==> config.mk <==
export PLATFORM = sky130hd
export DESIGN_NAME = ex_hazard_controller
export DESIGN_NICKNAME = d
export VERILOG_FILES = /design/src/rtl/ex_hazard_controller.sv
export SDC_FILE = /design/constraint.sdc
export NUM_CORES = 1
export LEC_CHECK = 0
export BUFFER_PORTS_ARGS = -buffer_cell sky130_fd_sc_hd__buf_2
export CAP_MARGIN = 25
export CORE_AREA = 2 2 76 78
export CTS_BUF_LIST = sky130_fd_sc_hd__clkbuf_2 sky130_fd_sc_hd__clkbuf_4 sky130_fd_sc_hd__clkbuf_8
export CTS_CLUSTER_DIAMETER = 50
export DETAILED_ROUTE_END_ITERATION = 12
export DIE_AREA = 0 0 78 80
export PLACE_DENSITY = 0.65
export SETUP_SLACK_MARGIN = 0.5
export SYNTH_ARGS = -nofsm -noshare
export SYNTH_HDL_FRONTEND = slang
export SYNTH_SLANG_ARGS = --single-unit
==> constraint.sdc <==
create_clock -name CLK -period 2.1 [get_ports CLK]
set_input_delay 0.42 -clock CLK [delete_from_list [all_inputs] [get_ports CLK]]
set_output_delay 0.42 -clock CLK [all_outputs]
set_load 0.01 [all_outputs]
==> src/rtl/ex_hazard_controller.sv <==
// Execute-stage hazard/forwarding controller: shadow EX/MEM/WB register-usage records drive
// operand forwarding selects, the load-use stall and a saturating stall-cycle counter.
module ex_hazard_controller #(
   parameter int unsigned REG_W = 4,
   parameter int unsigned CNT_W = 16
) (
   input  logic             CLK,
   input  logic             RST,
   input  logic             forward_en,
   input  logic             freeze,
   input  logic             branch_taken,
   input  logic             id_valid,
   input  logic [REG_W-1:0] id_src1,
   input  logic [REG_W-1:0] id_src2,
   input  logic             id_two_src,
   input  logic [REG_W-1:0] id_dest,
   input  logic             id_wb_en,
   input  logic             id_mem_r_en,
   output logic [1:0]       forward1,
   output logic [1:0]       forward2,
   output logic             hazard_stall,
   output logic [CNT_W-1:0] stall_cycles
);

   logic             r_ex_valid, r_ex_two_src, r_ex_wb_en, r_ex_mem_r_en;
   logic [REG_W-1:0] r_ex_src1, r_ex_src2, r_ex_dest;
   logic             r_mem_valid, r_mem_wb_en, r_mem_mem_r_en;
   logic [REG_W-1:0] r_mem_dest;
   logic             r_wb_valid, r_wb_wb_en;
   logic [REG_W-1:0] r_wb_dest;
   logic [CNT_W-1:0] r_stall_cycles;

   logic w_mem_fwd_ok, w_wb_fwd_ok;
   logic w_ex_wr, w_mem_wr;
   logic w_hit_ex, w_hit_mem;
   logic w_stall, w_ex_load;

   // A load result is not available in MEM, so only ALU results forward from there.
   assign w_mem_fwd_ok = r_mem_valid & r_mem_wb_en & ~r_mem_mem_r_en;
   assign w_wb_fwd_ok  = r_wb_valid & r_wb_wb_en;

   always_comb begin
      forward1 = 2'b00;
      forward2 = 2'b00;
      if (forward_en && r_ex_valid) begin
         if (w_mem_fwd_ok && (r_mem_dest == r_ex_src1)) begin
            forward1 = 2'b01;
         end else if (w_wb_fwd_ok && (r_wb_dest == r_ex_src1)) begin
            forward1 = 2'b10;
         end
         if (r_ex_two_src) begin
            if (w_mem_fwd_ok && (r_mem_dest == r_ex_src2)) begin
               forward2 = 2'b01;
            end else if (w_wb_fwd_ok && (r_wb_dest == r_ex_src2)) begin
               forward2 = 2'b10;
            end
         end
      end
   end

   assign w_ex_wr   = r_ex_valid & r_ex_wb_en;
   assign w_mem_wr  = r_mem_valid & r_mem_wb_en;
   assign w_hit_ex  = (id_src1 == r_ex_dest) | (id_two_src & (id_src2 == r_ex_dest));
   assign w_hit_mem = (id_src1 == r_mem_dest) | (id_two_src & (id_src2 == r_mem_dest));

   always_comb begin
      if (forward_en) begin
         w_stall = id_valid & w_ex_wr & r_ex_mem_r_en & w_hit_ex;
      end else begin
         w_stall = id_valid & ((w_ex_wr & w_hit_ex) | (w_mem_wr & w_hit_mem));
      end
   end

   // A taken branch kills the ID instruction, so there is nothing to stall for.
   assign hazard_stall = w_stall & ~branch_taken;
   assign w_ex_load    = id_valid & ~hazard_stall & ~branch_taken;
   assign stall_cycles = r_stall_cycles;

   always_ff @(posedge CLK or posedge RST) begin
      if (RST) begin
         r_ex_valid     <= 1'b0;
         r_ex_src1      <= '0;
         r_ex_src2      <= '0;
         r_ex_two_src   <= 1'b0;
         r_ex_dest      <= '0;
         r_ex_wb_en     <= 1'b0;
         r_ex_mem_r_en  <= 1'b0;
         r_mem_valid    <= 1'b0;
         r_mem_dest     <= '0;
         r_mem_wb_en    <= 1'b0;
         r_mem_mem_r_en <= 1'b0;
         r_wb_valid     <= 1'b0;
         r_wb_dest      <= '0;
         r_wb_wb_en     <= 1'b0;
         r_stall_cycles <= '0;
      end else if (!freeze) begin
         r_wb_valid     <= r_mem_valid;
         r_wb_dest      <= r_mem_dest;
         r_wb_wb_en     <= r_mem_wb_en;
         r_mem_valid    <= r_ex_valid;
         r_mem_dest     <= r_ex_dest;
         r_mem_wb_en    <= r_ex_wb_en;
         r_mem_mem_r_en <= r_ex_mem_r_en;
         if (w_ex_load) begin
            r_ex_valid    <= 1'b1;
            r_ex_src1     <= id_src1;
            r_ex_src2     <= id_src2;
            r_ex_two_src  <= id_two_src;
            r_ex_dest     <= id_dest;
            r_ex_wb_en    <= id_wb_en;
            r_ex_mem_r_en <= id_mem_r_en;
         end else begin
            r_ex_valid    <= 1'b0;
            r_ex_src1     <= '0;
            r_ex_src2     <= '0;
            r_ex_two_src  <= 1'b0;
            r_ex_dest     <= '0;
            r_ex_wb_en    <= 1'b0;
            r_ex_mem_r_en <= 1'b0;
         end
         if (hazard_stall && (r_stall_cycles != {CNT_W{1'b1}})) begin
            r_stall_cycles <= r_stall_cycles + 1'b1;
         end
      end
   end

endmodule

==> results.cfg, run 1 <==
[global_routing]
globalRouteOverflowTotal = 0
grt_max_degree = 31
grt_pass1_wl_mm = 8.47
antenna_found_initial = 0
grt_use_total = 0.174
grt_pass1_vias = 1774

[drt]
routed_wl_mm = 5.16
drt_iter0_drc = 67
wire_per_inst_microns = 15.2
drc = 0
ant_nets = 0
dr.pass1.iters = 4
vias_per_cell = 5.22
vias = 1771

[clocking]
cts_buffers = 5
hold_buffers = 0
cts.clk_slew.worst_paths_ns = 0.08
cts_tree = done
htreeDepth = 2
cts_sinks = 45
clkLatencyLatePin_ns = 0.29
root_buffer = clkbuf_8
cts_buffer_depth = 2

[flow_run]
drv_cap = 0

[floorplan]
core_sq_um = 5410
die_h_microns = 80
num_rows = 27
die_x_microns = 78
start_util = 0.435
ios = 42
dieArea_sq_um = 6240

[yosys]
ys_async_sr_fraction = 1.00
syn_nets = 225
synth-seq-cells = 45
synthCells = 203
ys_seq_area_frac = 0.478
synth_flop_cell = dfrtp_1
syn_area_per_cell_sq_um = 11.6
yosys_warnings = 0
synth-edff-count = 0
synth_cell_types = 31
syn_area_sq_um = 2350

[run_status]
violations = negative setup slack
status = complete, but fails checks

[worst_setup_path]
max_stage_delay_ns = 0.44
path_class = reg -> out
worst_path_max_delay_cell = dfrtp_2
critPathRequiredTime_ns = 1.68
critPathLaunch = r_mem_dest[2]
path_cells = xnor2_1 -> nand2_1 -> o41ai_2 -> a22o_1 -> and3b_1 -> buf_2
r2r_start = r_mem_dest[2]
end_kind = output port
worstPathArrival_ns = 1.76
cp-start-kind = register
worstPathMaxFanout = 3

[placed_design]
dpl.hpwl_mm = 3.60
place.gp.congestion = 0.867
pre_cts_slack_ns = 0.0352
io_buffers = 41

[power]
clkPwrFrac = 0.308
power_per_cell_area_nw_per_um2 = 591
p_comb_frac = 0.155
swShare = 0.251
p_int_mw = 1.33
vdd_drop_max_mv = 0.286
switchingPower_mw = 0.446
leakage_nw = 1.40
power_frac_seq = 0.537

[hold_path]
hp-class = in -> async

[timing]
hold_viol = 0
slew_viol_final = 0
tightest_slew_ns = 0.647
period_minus_slack_ns = 2.18
setup_tns_ns = -0.0760
rsz0062_at_grt = yes
setup_viol = 2
slew_headroom = 0.566
setup_slack_ns = -0.0757
finClkSkew_ns = 0.00549
fmax_ghz = 0.460
period_share = 1.04

[finish]
fillers = 497
layout-drive-gt1-share = 0.427
antennaDiodeCount = 0
utilization = 0.556
seq_area_sq_um = 1130
multi_input_area_sq_um = 1250
synthToLayoutAreaGrowth_pct = 27.6
final_nets = 288
-- sequential cells by signal (all words and copies together), names as in the netlist --
register / count
r_ex_wb_en: 1
r_ex_mem_r_en: 1
r_mem_wb_en: 1
r_ex_dest: 4
r_ex_src2: 4
r_ex_valid: 1
r_wb_valid: 1
r_mem_dest: 4
r_mem_mem_r_en: 1
r_ex_two_src: 1
r_mem_valid: 1
r_wb_dest: 4
stall_cycles: 16
r_wb_wb_en: 1
r_ex_src1: 4
-- cell usage in the layout, fill, tap and decap left out, types with 2 or more instances in the layout --
master / netlist / final
xnor2_2: 0 / 4
buf_12: 0 / 2
buf_6: 4 / 4
inv_1: 3 / 2
nand3_2: 2 / 7
nor2_1: 6 / 6
clkbuf_4: 0 / 3
buf_4: 0 / 19
nand2_1: 8 / 8
o41ai_2: 1 / 2
xor2_1: 9 / 8
and4_1: 3 / 3
nor4_2: 0 / 3
clkbuf_8: 0 / 5
xnor2_1: 38 / 34
nor3_2: 0 / 2
buf_2: 3 / 41
a22o_1: 16 / 16
nand4_1: 14 / 14
nand3_1: 12 / 7
dfrtp_2: 0 / 4
and3_1: 6 / 6
mux2_2: 12 / 12
dfrtp_1: 45 / 41
-- cells in the mapped netlist (2+ instances only) --
cell	n	area, sq um
inv_1	3	11.3
xor2_1	9	78.8
nor3_1	3	15.0
dfrtp_1	45	1130
nor4_1	3	18.8
and3_1	6	37.5
buf_6	4	45.0
xnor2_1	38	333
and4_1	3	26.3
nand4_1	14	87.6
nor2_1	6	22.5
nand3_1	12	60.1
buf_2	3	15.0
clkbuf_1	3	11.3
mux2_2	12	135
nand3_2	2	20.0
nand2_1	8	30.0
a22o_1	16	140
-- logic make-up after synthesis --
group / share of synthesized area
compound gates: 0.0776
xor+xnor: 0.175
mux: 0.0638
flops: 0.478
simple gates: 0.165
buf+inv: 0.0351
fa+ha+maj: 0.00532
-- layer usage --
layer,vias up,track usage,part of all wire
met5,-,0,0
met4,0,0.0596,0.015
met3,9,0.0271,0.031
met2,42,0.301,0.47
met1,868,0.221,0.48
li1,852,-,-
-- area by class of cell --
type / instances / share of cell area
tap: 72 / 0.0300
sequential: 45 / 0.377
clock buffer: 8 / 0.0304
multi-input combinational: 145 / 0.415
inverter: 3 / 0.00375
timing repair buffer: 66 / 0.144
-- what timing repair did --
item,4_1_cts,5_1_grt
gates resized for setup,15,11
setup buffers,10,7
cloned,0,0
pin swaps,10,14
endpoints found under the setup margin,37,37
-- path summary, 6_finish.rpt --
| check | endpoint | slack [ns] | depth (start not counted) |
|---|---|---|---|
| worst min-delay path | stall_cycles[14] | 0.13 | 2 |
| max in group asynchronous | r_wb_dest[0] | 1.40 | 3 |
| min in group CLK | r_ex_dest[1] | 0.35 | 2 |
| worst max-delay path | hazard_stall | -0.08 | 6 |
| worst max register to register | r_ex_src1[2] | 0.16 | 9 |
| worst min register to register | stall_cycles[14] | 0.50 | 1 |
-- metrics by stage --
stage / instances / hold WS (ns) / power [mW] / cell area (sq um)
6_report: 339 / 0.126 / 1.78 / 3000
5_1_grt: 339 / 0.164 / 1.86 / 3000
4_1_cts: 332 / 0.146 / 1.78 / 2900
3_5_place_dp: 314 / 0.463 / 1.19 / 2650
3_3_place_gp: 314 / 0.457 / 1.19 / 2650
2_1_floorplan: 203 / 0.442 / 1.12 / 2370
-- power by group through the flow --
stage               Clock, mW  Sequential (mW)  Combinational [mW]
finish                  0.547            0.953               0.274
global route            0.599            0.961               0.299
CTS                     0.564            0.952               0.267
detailed placement          0            0.973               0.220
global placement            0            0.971               0.217
floorplan                   0            0.952               0.170
-- worst max-delay path, delay by kind of cell, from the launching register on --
family	cells	cell delay (ns)
AOI/OAI and AO/OA	2	0.43
xor gates and xnor gates	1	0.20
buffers and inverters	1	0.13
DFF	1	0.44
and+or+nand+nor	2	0.26
No activity file was read; power rests on OpenSTA's default activity.
==> run 2, diff against run 1 <==
ABC_AREA = 1   (was unset)
CORE_AREA = 4 4 80 82   (was 2 2 76 78)
DIE_AREA = 0 0 84 86   (was 0 0 78 80)
PLACE_DENSITY = 0.67   (was 0.65)
clock period = 1.99 ns   (was 2.1 ns; I/O delays follow)
==> results.cfg, run 2 <==
[placed_design]
dpl.hpwl_mm = 4.28
place_area_sq_um = 2860
place.gp.congestion = 0.868
dpl.cell_count = 423
io_buffers = 41
pre_cts_slack_ns = 0.0967

[power]
power_per_cell_area_nw_per_um2 = 585
swShare = 0.268
p_int_mw = 1.53
power_frac_seq = 0.488
clkPwrFrac = 0.353
vdd_drop_max_mv = 0.350
leakage_nw = 1.73
switchingPower_mw = 0.558
p_comb_frac = 0.159

[drt]
vias = 2252
ant_nets = 0
routed_wl_mm = 6.38
drc = 0
vias_per_cell = 4.93
met1_length_mm = 2.73
route.met2.wl_mm = 3.31
met3WireLength_microns = 216
top_layer_used = met4
wire_per_inst_microns = 14.0
drt_iter0_drc = 130
dr.pass1.iters = 4

[timing]
fmax_ghz = 0.485
hold-worst-slack_ns = 0.224
slew_headroom = 0.616
period_share = 1.04
rsz0062_at_grt = yes
setup_viol = 4
finClkSkew_ns = 0.00279
hold_viol = 0
setup_slack_ns = -0.0734
setup_tns_ns = -0.193
slew_viol_final = 0
tightest_slew_ns = 0.577
period_minus_slack_ns = 2.06

[run_status]
violations = negative setup slack
status = complete, but fails checks

[floorplan]
die_x_microns = 84
die_h_microns = 86
dieArea_sq_um = 7220
num_rows = 28
ios = 42
core_sq_um = 5750
start_util = 0.437

[finish]
fin_area_sq_um = 3560
mostFrequentLayoutCells = nand2_1 (66), dfrtp_1 (41), buf_2 (40)
layout-drive-gt1-share = 0.414
stdcell_count = 457
antennaDiodeCount = 0
seq_area_sq_um = 1130
final_common_cell = nand2_1
final_nets = 403
fillers = 488
synthToLayoutAreaGrowth_pct = 41.8
multi_input_area_sq_um = 1480
largest_register_ffs = 16

[global_routing]
grt_pass1_vias = 2242
grt_pass1_wl_mm = 10.3
grt_max_degree = 46
antenna_found_initial = 0
grt_use_total = 0.177
globalRouteOverflowTotal = 0

[clocking]
cts_buffer_depth = 2
htreeDepth = 2
clkLatencyLatePin_ns = 0.30
cts.clk_slew.worst_paths_ns = 0.08
root_buffer = clkbuf_8
cts_buffers = 5
cts_sinks = 45
cts_tree = done
hold_buffers = 0

[hold_path]
hp-class = in -> async

[yosys]
netlist.area_leader.share = 0.449
synth-seq-cells = 45
synth-edff-count = 0
synth.top_cells.by_count = nand2_1 (74), dfrtp_1 (45), inv_1 (44), o21ai_0 (29), nor2_1 (23)
syn_area_per_cell_sq_um = 8.07
yosys_warnings = 0
syn_area_sq_um = 2510
syn_nets = 333
synth_area_leaders = dfrtp_1 (45%), nand2_1 (11%), inv_1 (6.6%), o21ai_0 (5.8%), xnor2_1 (4.9%)
synthCells = 311
yosysMostFrequentCell = nand2_1
ys_async_sr_fraction = 1.00
synth_flop_cell = dfrtp_1
yosys.area.top_type = dfrtp_1
ys_seq_area_frac = 0.449
synth_cell_types = 36

[worst_setup_path]
cp_num_buf_inv = 1
worst_path_max_delay_cell = dfrtp_1
path_class = reg -> out
max_stage_delay_ns = 0.38
cp_num_cells = 6
cp-start-kind = register
path_delay_family = simple AND/OR/NAND/NOR gates
worstPathMaxFanout = 2
critPathRequiredTime_ns = 1.59
path_cells = nand3b_1 -> a221oi_2 -> nand2_1 -> nor3_2 -> and3_4 -> buf_6
end_kind = output port
worstPathArrival_ns = 1.67
reg2reg_depth = 13

[flow_run]
drv_cap = 0
==> run 2: power groups by stage <==
stage,clock network (mW),logic (mW),registers (mW)
3_3_place_gp,0,0.251,1.03
3_5_place_dp,0,0.254,1.03
6_report,0.735,0.332,1.02
2_1_floorplan,0,0.182,1.02
4_1_cts,0.749,0.296,1.01
5_1_grt,0.794,0.370,1.02
==> run 2: worst register-to-register path, stage by stage, from the launching register on <==
cell and delay [ns]:
dfrtp_1 0.43, xor2_1 0.17, nor2_1 0.14, nand2_1 0.06, nand2_1 0.07, nand2_2 0.06
nand2_4 0.10, buf_6 0.10, buf_6 0.09, buf_8 0.12, nand2_8 0.08, buf_12 0.16
buf_6 0.10, xor2_1 0.13
==> run 2: final timing paths <==
| path | startpoint | end | slack (ns) |
|---|---|---|---|
| setup / recovery | r_mem_mem_r_en | forward2[0] | -0.07 |
| hold / removal | RST | stall_cycles[11] | 0.22 |
| setup reg to reg | r_ex_dest[0] | stall_cycles[0] | 0.06 |
| hold reg to reg | stall_cycles[10] | stall_cycles[10] | 0.52 |
| max in group asynchronous | RST | r_mem_dest[3] | 1.34 |
| min in group CLK | id_dest[3] | r_ex_dest[3] | 0.33 |
==> run 2: logic make-up after synthesis <==
family / after synthesis / synth area share
xor+xnor: 26 / 0.0908
compound gates: 39 / 0.0883
buf+inv: 56 / 0.0903
simple gates: 144 / 0.277
fa+ha+maj: 1 / 0.00499
flops: 45 / 0.449
==> run 2: timing repair <==
| item | 4_1_cts | 5_1_grt |
|---|---|---|
| resized for setup | 49 | 54 |
| pin swaps | 16 | 23 |
| setup buffers | 18 | 7 |
| cloned | 0 | 1 |
| setup endpoints to repair | 37 | 37 |
==> run 2: cell type report <==
type / count / area share
Clock inverter: 1 / 0.00844
Multi-Input combinational cell: 210 / 0.416
Tap cell: 75 / 0.0264
Inverter: 48 / 0.0563
Timing Repair Buffer: 71 / 0.149
Sequential cell: 45 / 0.318
Clock buffer: 7 / 0.0253
==> run 2: per-stage QoR <==
stage | utilization | power, mW
6_report | 0.619 | 2.08
5_1_grt | 0.619 | 2.19
4_1_cts | 0.571 | 2.06
3_5_place_dp | 0.497 | 1.28
3_3_place_gp | 0.497 | 1.28
2_1_floorplan | - | 1.20
==> run 2: layer usage <==
layer / GRT usage / vias up
li1: - / 1133
met1: 0.207 / 1070
met2: 0.322 / 38
met3: 0.0365 / 11
met4: 0.0585 / 0
met5: 0 / -
==> run 3, diff against run 2 <==
BUFFER_PORTS_ARGS = -buffer_cell sky130_fd_sc_hd__buf_4   (was -buffer_cell sky130_fd_sc_hd__buf_2)
==> results.cfg, run 3 (synthesized netlist as in run 2, its figures left out) <==
[finish]
antennaDiodeCount = 0
fin_area_sq_um = 3530
final_common_cell = nand2_1
synthToLayoutAreaGrowth_pct = 40.7
final_nets = 395
largest_register_ffs = 16
layout-drive-gt1-share = 0.390
mostFrequentLayoutCells = nand2_1 (68), buf_4 (50), dfrtp_1 (41)

[drt]
routed_wl_mm = 6.09
drc = 0
vias_per_cell = 4.92
dr.pass1.iters = 4
drt_iter0_drc = 122
ant_nets = 0
vias = 2210
wire_per_inst_microns = 13.6

[placed_design]
dpl.hpwl_mm = 4.26
place_area_sq_um = 2970
io_buffers = 41
pre_cts_slack_ns = 0.0636
place.gp.congestion = 0.842

[worst_setup_path]
timing.rr.end = stall_cycles[2]
endpoint = hazard_stall
worstPathArrival_ns = 1.61
r2r_start = r_mem_dest[3]
critPathLaunch = r_mem_dest[3]
path_class = reg -> out
critPathRequiredTime_ns = 1.59
reg2reg_depth = 14
r2r_slack_ns = 0.11
worstPathMaxFanout = 5
cp-start-kind = register
end_kind = output port

[global_routing]
grt_use_total = 0.170
antenna_found_initial = 0
grt_max_degree = 35
grt_pass1_wl_mm = 9.82
globalRouteOverflowTotal = 0
grt_pass1_vias = 2134

[hold_path]
hp-class = in -> async

[power]
clkPwrFrac = 0.302
swShare = 0.290
power_per_cell_area_nw_per_um2 = 548
power_mw = 1.93
vdd_drop_max_mv = 0.324
switchingPower_mw = 0.561
power_frac_seq = 0.525
leakage_nw = 1.66
p_comb_frac = 0.173
p_int_mw = 1.37

[timing]
slew_viol_final = 0
rsz0062_at_grt = yes
finClkSkew_ns = 0.00722
hold_viol = 0
setup_viol = 2
fmax_ghz = 0.499
hold-worst-slack_ns = 0.103
slew_headroom = 0.567
period_share = 1.01
setup_tns_ns = -0.0259
tightest_slew_ns = 0.645
period_minus_slack_ns = 2.00
setup_slack_ns = -0.0134

[clocking]
cts_tree = done
cts.clk_slew.worst_paths_ns = 0.09
root_buffer = clkbuf_8
htreeDepth = 2
cts_buffer_depth = 2
cts_sinks = 45
hold_buffers = 0
cts_buffers = 5
clkLatencyLatePin_ns = 0.30

[floorplan]
ios = 42
die_x_microns = 84
core_sq_um = 5750
die_h_microns = 86
num_rows = 28
dieArea_sq_um = 7220
start_util = 0.437

[run_status]
violations = negative setup slack
status = complete, but fails checks

[flow_run]
drv_cap = 0
run 3: cell types whose count changed in the layout (fill, tap and decap cells not counted), sizes merged:
cell      change
clkbuf        -1
buf           -8
bufinv        -1
inv           +1
clkinv        -1
clkinvlp      +2
run 3: area by class of cell:
class,instances,area (sq um)
multi-input combinational,210,1460
tap,75,93.8
fill,524,2220
clock buffer,6,76.3
inverter,48,193
sequential,45,1130
timing repair buffer,63,566
clock inverter,2,15.0
run 3: how the worst min path moves through the flow:
stage	from	end	slack, ns	cells after the start
5_1_grt	RST	stall_cycles[11]	0.13	2
3_5_place_dp	RST	stall_cycles[11]	0.45	2
6_report	RST	stall_cycles[11]	0.10	2
3_3_place_gp	RST	stall_cycles[15]	0.45	2
4_1_cts	RST	stall_cycles[11]	0.12	2
2_1_floorplan	r_mem_mem_r_en	r_mem_mem_r_en	0.44	2
run 3: repair_timing:
item / 4_1_cts / 5_1_grt
pin swaps: 12 / 14
cloned: 0 / 1
setup endpoints to repair: 37 / 37
gates resized for setup: 30 / 60
setup buffers: 13 / 4
run 3: metal layers:
layer | part of all wire | GRT usage | vias up
met4 | 0.0099 | 0.0395 | 0
met2 | 0.53 | 0.310 | 40
met1 | 0.42 | 0.202 | 1049
met5 | 0 | 0 | -
li1 | - | - | 1116
met3 | 0.038 | 0.0442 | 5
run 3: worst max-delay path, stage by stage (launching register included):
cell and delay (ns):
dfrtp_2 0.47, xor2_1 0.16, nor2_1 0.10, nand2_1 0.06, nand2_1 0.08, nand2_2 0.06
nand2_4 0.10, inv_6 0.05, nor3_4 0.11, buf_6 0.12
run 3: per-stage QoR:
stage          std cells  utilization
6_report             449        0.614
5_1_grt              449        0.614
4_1_cts              444        0.571
3_5_place_dp         423        0.517
3_3_place_gp         423        0.517
2_1_floorplan        311            -
run 3: power by group through the flow:
stage                     logic [mW]  clock network, mW  registers [mW]
after global placement         0.267                  0            1.03
after CTS                      0.303              0.592            1.01
after global routing           0.369              0.638            1.02
after floorplan                0.182                  0            1.02
after detailed placement       0.273                  0            1.03
final                          0.334              0.583            1.02
